## src/rtl/mem_stage.sv

```systemverilog
// MEM pipeline stage: data-memory request/ack port, load extension, MEM forwarding value
// and the MEM/WB register. Stalls the pipe while a memory access is in flight.
module mem_stage #(
  parameter int unsigned TIMEOUT_CYC = 255
) (
  input  logic        clk,
  input  logic        rst,
  input  logic [31:0] EXE_PCtoReg,
  input  logic [31:0] EXE_ALUout,
  input  logic [31:0] EXE_rs2data,
  input  logic [4:0]  EXE_rdaddr,
  input  logic [2:0]  EXE_Funct3,
  input  logic        EXE_rdsrc,
  input  logic        EXE_MemRead,
  input  logic        EXE_MemWrite,
  input  logic        EXE_MemtoReg,
  input  logic        EXE_RegWrite,
  output logic        DM_req,
  output logic [3:0]  DM_we,
  output logic [31:0] DM_addr,
  output logic [31:0] DM_wdata,
  input  logic [31:0] DM_rdata,
  input  logic        DM_ack,
  output logic [31:0] MEM_rddata,
  output logic        MEM_stall,
  output logic        MEM_fault,
  output logic [31:0] WB_rddata,
  output logic [31:0] WB_lddata,
  output logic [4:0]  WB_rdaddr,
  output logic        WB_MemtoReg,
  output logic        WB_RegWrite
);
  typedef enum logic [1:0] {IDLE, ACCESS, DONE} state_t;

  state_t      state, state_nxt;
  logic [31:0] cnt;
  logic [31:0] ld_buf, ld_ext;
  logic [3:0]  be;
  logic [1:0]  off;
  logic        mem_op, sz_b, sz_h, sz_w, misalign, ack_hit, tmo;
  logic [7:0]  ld_byte;
  logic [15:0] ld_half;

  assign off      = EXE_ALUout[1:0];
  assign mem_op   = EXE_MemRead | EXE_MemWrite;
  assign sz_b     = (EXE_Funct3[1:0] == 2'b00);
  assign sz_h     = (EXE_Funct3[1:0] == 2'b01);
  assign sz_w     = ~(sz_b | sz_h);
  assign misalign = mem_op & ((sz_h & off[0]) | (sz_w & (off != 2'b00)));
  assign ack_hit  = (state == ACCESS) & DM_ack;
  // ack arriving in the timeout cycle takes priority over the abort
  assign tmo      = (state == ACCESS) & ~DM_ack & (TIMEOUT_CYC != 0) &
                    (cnt == 32'(TIMEOUT_CYC - 1));

  assign MEM_rddata = EXE_rdsrc ? EXE_PCtoReg : EXE_ALUout;
  assign DM_addr    = {EXE_ALUout[31:2], 2'b00};

  always_comb begin
    be       = 4'b1111;
    DM_wdata = EXE_rs2data;
    if (sz_b) begin
      be       = 4'b0001 << off;
      DM_wdata = {4{EXE_rs2data[7:0]}};
    end else if (sz_h) begin
      be       = 4'b0011 << {off[1], 1'b0};
      DM_wdata = {2{EXE_rs2data[15:0]}};
    end
  end
  assign DM_we = EXE_MemWrite ? be : 4'b0000;

  assign ld_byte = DM_rdata[8*off +: 8];
  assign ld_half = DM_rdata[16*off[1] +: 16];
  always_comb begin
    case (EXE_Funct3)
      3'b000:  ld_ext = {{24{ld_byte[7]}}, ld_byte};
      3'b001:  ld_ext = {{16{ld_half[15]}}, ld_half};
      3'b100:  ld_ext = {24'h0, ld_byte};
      3'b101:  ld_ext = {16'h0, ld_half};
      default: ld_ext = DM_rdata;
    endcase
  end

  always_ff @(posedge clk) begin
    if (rst) state <= IDLE;
    else     state <= state_nxt;
  end

  always_comb begin
    state_nxt = state;
    case (state)
      IDLE:    if (mem_op && !misalign) state_nxt = ACCESS;
      ACCESS:  if (DM_ack) state_nxt = DONE;
               else if (tmo) state_nxt = IDLE;
      DONE:    state_nxt = IDLE;
      default: state_nxt = IDLE;
    endcase
  end

  always_comb begin
    DM_req    = (state == ACCESS);
    MEM_stall = ((state == IDLE) & mem_op & ~misalign) | ((state == ACCESS) & ~tmo);
    MEM_fault = ((state == IDLE) & misalign) | tmo;
  end

  always_ff @(posedge clk) begin
    if (rst) begin
      cnt    <= '0;
      ld_buf <= '0;
    end else begin
      cnt <= (state == ACCESS) ? cnt + 32'd1 : '0;
      if (ack_hit) ld_buf <= ld_ext;
    end
  end

  // stalled or faulted instructions reach WB as bubbles; data fields hold
  always_ff @(posedge clk) begin
    if (rst) begin
      WB_rddata   <= '0;
      WB_lddata   <= '0;
      WB_rdaddr   <= '0;
      WB_MemtoReg <= 1'b0;
      WB_RegWrite <= 1'b0;
    end else if (MEM_stall || MEM_fault) begin
      WB_MemtoReg <= 1'b0;
      WB_RegWrite <= 1'b0;
    end else begin
      WB_rddata   <= MEM_rddata;
      WB_lddata   <= ld_buf;
      WB_rdaddr   <= EXE_rdaddr;
      WB_MemtoReg <= EXE_MemtoReg;
      WB_RegWrite <= EXE_RegWrite;
    end
  end
endmodule

```

## config.mk

```make
export PLATFORM = sky130hd
export DESIGN_NAME = mem_stage
export DESIGN_NICKNAME = d
export VERILOG_FILES = /design/src/rtl/mem_stage.sv
export SDC_FILE = /design/constraint.sdc
export NUM_CORES = 1
export LEC_CHECK = 0
export ABC_CLOCK_PERIOD_IN_PS = 2200
export BUFFER_PORTS_ARGS = -buffer_cell sky130_fd_sc_hd__buf_2
export CORE_AREA = 2 2 123 125
export DETAILED_ROUTE_END_ITERATION = 12
export DIE_AREA = 0 0 125 127
export GPL_ROUTABILITY_DRIVEN = 0
export PLACE_DENSITY = 0.9
export SLEW_MARGIN = 20
export SYNTH_ARGS = -nofsm -noshare
export SYNTH_HDL_FRONTEND = slang
export SYNTH_SLANG_ARGS = --single-unit
```

## constraint.sdc

```tcl
create_clock -name clk -period 2.2 [get_ports clk]
set_clock_uncertainty 0.05 [all_clocks]
set_input_delay 0.44 -clock clk [delete_from_list [all_inputs] [get_ports clk]]
set_output_delay 0.44 -clock clk [all_outputs]
set_load 0.1 [all_outputs]
```

==> impl_metrics.csv <==
group,metric,value,unit
place,post-dp-hpwl,16400,µm
worst_setup_path,slowest_delay,0.32,ns
worst_setup_path,crit_arrival,1.93,ns
synth,synth_top_cell_by_area,"dfxtp_1",
global_route,grt_first_pass_wirelength,34400,µm
worst_setup_path,end_kind,"output port",
synth,syn_area_per_cell,8.14,µm²
timing,setup_slack,-0.223,ns
worst_setup_path,cp_cell_sequence,"inv_2, ha_4, nor4b_2, nand4_1, buf_4, nor3_2, a21o_2, buf_12",
cts,cts_max_path_buffers,2,
timing,finalCriticalPeriod,2.42,ns
global_route,antenna_found_initial,0,
place,pre_cts_slack,-0.120,ns
die,io_pins,318,
cts,cts.clk_slew.worst_paths,0.06,ns
power_and_ir_drop,clockPowerShare,34.2,%
timing,setup_violations,2,
die,die_w,125,µm
routing,firstDrtPassIters,5,
job,cap_viol_max_count,0,
worst_setup_path,critPathSlowestCell,"dfxtp_2",
timing,rsz0062_at_grt,"yes",
place,placedCellCount,1263,
cts,cts_max_level,4,
worst_hold_path,hold_path_class,"in -> reg",
synth,async_reset_ff_share,0,%
synth,ys_warn_count,0,
synth,ys_types,45,
power_and_ir_drop,p_leak,4.32,nW
cells_and_area,syn_to_final_growth,50.2,%
timing,finalCritPeriodShare,110,%
power_and_ir_drop,p_per_area,796,nW/µm²
power_and_ir_drop,swShare,38.8,%
synth,ys_ff_latch,137,
routing,drc,0,
outcome,violations,"setup timing",
timing,relSlewSlack,51.0,%
synth,synthDominantCellAreaShare,40.6,%
cts,cts_made_buffers,17,
synth,ys.flop_type,"dfxtp_1",
cts,cts_root_buf,"clkbuf_16",
routing,ant_nets,0,
power_and_ir_drop,pwr-share-seq,32.4,%
global_route,grt_max_degree,80,
cells_and_area,fin_cells,1299,
timing,hold_slack,0.205,ns
power_and_ir_drop,vdd_drop_max,0.000551,V
worst_setup_path,crit_family,"simple AND/OR/NAND/NOR gates",
die,initial_core_util,46.8,%
synth,ys_seq_area_share,40.6,%
outcome,run_status,"complete, but fails checks",
global_route,track_usage,26.9,%
routing,vias,7294,
power_and_ir_drop,p_int,4.94,mW
cells_and_area,multi_input_area,3720,µm²
timing,worst_pin_slew,0.735,ns
synth,synth.area.top_cells,"dfxtp_1 41%, nand2_1 11%, mux2_2 7.8%, a21oi_1 7.0%, buf_4 4.4%",
routing,drt-initial-drc-count,909,
cells_and_area,regArea,2750,µm²
cts,cts.sinks,137,
die,fp.dieH,127,µm
cells_and_area,final_nets,1248,
die,coreArea,14400,µm²
timing,slew_violations,0,
timing,final-hold-violation-count,0,
die,dieArea,15900,µm²
worst_setup_path,worst_setup_path_start_kind,"register",
cts,holdBufCountCts,0,
synth,ys_top_cells_by_count,"191 x nand2_1, 137 x dfxtp_1, 94 x a21oi_1, 52 x clkbuf_1, 47 x mux2_2",
synth,synth_area,6750,µm²
routing,avgRoutedWirePerCell,17.1,µm
global_route,gr-total-overflow,0,
worst_setup_path,cp_max_fo,2,
die,fp-row-count,44,
worst_setup_path,required,1.71,ns
cts,clkLatencyLatePin,0.43,ns
power_and_ir_drop,p_sw,3.14,mW
routing,via_per_inst,5.62,
cells_and_area,drive_above_1_share,42.4,%
synth,synth_enable_flop_cells,0,
power_and_ir_drop,combPwrFrac,33.4,%
synth,syn_inst,830,
timing,fmax,0.413,GHz
cells_and_area,fillers,1001,
worst_setup_path,path_buf_inv,3,
place,port_buffers,315,
worst_setup_path,path_class,"reg -> out",
global_route,grt_pass1_vias,7007,
cells_and_area,diodes,0,
cts,cts_tree,"built",
routing,routed_wl,22200,µm
synth,yosysMostFrequentCell,"nand2_1",
[power by group through the flow]
stage | Clock (mW) | Sequential [mW] | Combinational (mW)
floorplan | 0 | 3.05 | 1.51
global route | 2.92 | 2.63 | 2.78
finish | 2.76 | 2.62 | 2.69
detailed placement | 0 | 2.67 | 2.68
CTS | 2.79 | 2.62 | 2.69
global placement | 0 | 2.67 | 2.65
[cell type report]
| cell class | count | share of cell area [%] |
|---|---|---|
| Clock inverter | 13 | 1.31 |
| Multi-Input combinational cell | 589 | 36.7 |
| Sequential cell | 137 | 27.1 |
| Clock buffer | 19 | 4.37 |
| Inverter | 7 | 0.296 |
| Timing Repair Buffer | 350 | 27.9 |
| Tap cell | 184 | 2.27 |
[state kept, by name, summed over array words and instances, names as in the netlist]
name	cells
WB_lddata	32
WB_MemtoReg	1
WB_rdaddr	5
ld_buf	32
state	2
cnt	32
WB_rddata	32
WB_RegWrite	1
[per-stage QoR]
| stage | total power, mW | area [µm²] | utilization, % | setup TNS, ns |
|---|---|---|---|---|
| finish | 8.08 | 10100 | 70.3 | -0.420 |
| detailed placement | 5.35 | 9420 | 65.3 | -1.62 |
| CTS | 8.10 | 10100 | 70.0 | -0.385 |
| global placement | 5.32 | 9420 | 65.3 | -0.807 |
| floorplan | 4.56 | 6900 | - | -0.274 |
| global route | 8.33 | 10100 | 70.3 | -0.572 |
[cell usage in the layout, fill, tap and decap left out, drive strengths merged, types with 4 or more instances in the layout]
cell / instances
or4: 18
or3: 4
o221ai: 7
xnor2: 4
nand2: 191
nand4: 13
a21oi: 94
buf: 350
a211oi: 26
inv: 13
xor2: 6
mux2: 47
nor2b: 11
o211ai: 6
nor4: 6
o21ai: 21
dfxtp: 137
nand2b: 9
clkbuf: 19
mux2i: 22
nor2: 41
nand3: 10
o31ai: 11
nand3b: 7
[timing repair]
item / in CTS / in global routing
pin swaps: 5 / 5
setup buffers: 3 / 1
endpoints found under the setup margin: 3 / 4
gates resized for setup: 19 / 8
[worst reg2reg max path, stage by stage (launching register included)]
cell	delay, ns
dfxtp_1	0.39
nand4_2	0.17
or4_1	0.72
or4_1	0.52
a21oi_1	0.17
[path summary, 6_finish.rpt]
| path | from | cells after the start | end | slack (ns) |
|---|---|---|---|---|
| max reg2reg | cnt[6] | 4 | cnt[31] | 0.11 |
| min reg2reg | WB_rddata[29] | 2 | WB_rddata[29] | 0.40 |
| max | cnt[0] | 8 | MEM_fault | -0.22 |
| min | EXE_rdaddr[0] | 3 | WB_rdaddr[0] | 0.21 |
[layer usage]
layer  up-vias  part of all wire, %  track usage, %
met5         -                    0               0
met3        96                  8.4            7.33
met2       437                   51            47.6
met4         0                  4.6            14.8
li1       3404                    -               -
met1      3357                   36            29.3
[cells by family (layout without fill, tap and decap cells)]
family | count (synthesis) | after routing | share of synthesized area (%)
simple gates | 328 | 328 | 22.4
compound gates | 177 | 177 | 15.7
flops | 137 | 137 | 40.6
buf+inv | 105 | 389 | 8.08
mux | 70 | 70 | 11.4
xor+xnor | 10 | 10 | 1.30
fa+ha+maj | 2 | 2 | 0.371
other cells | 1 | 2 | 0.0555
Power figures use the tool's default switching activity.
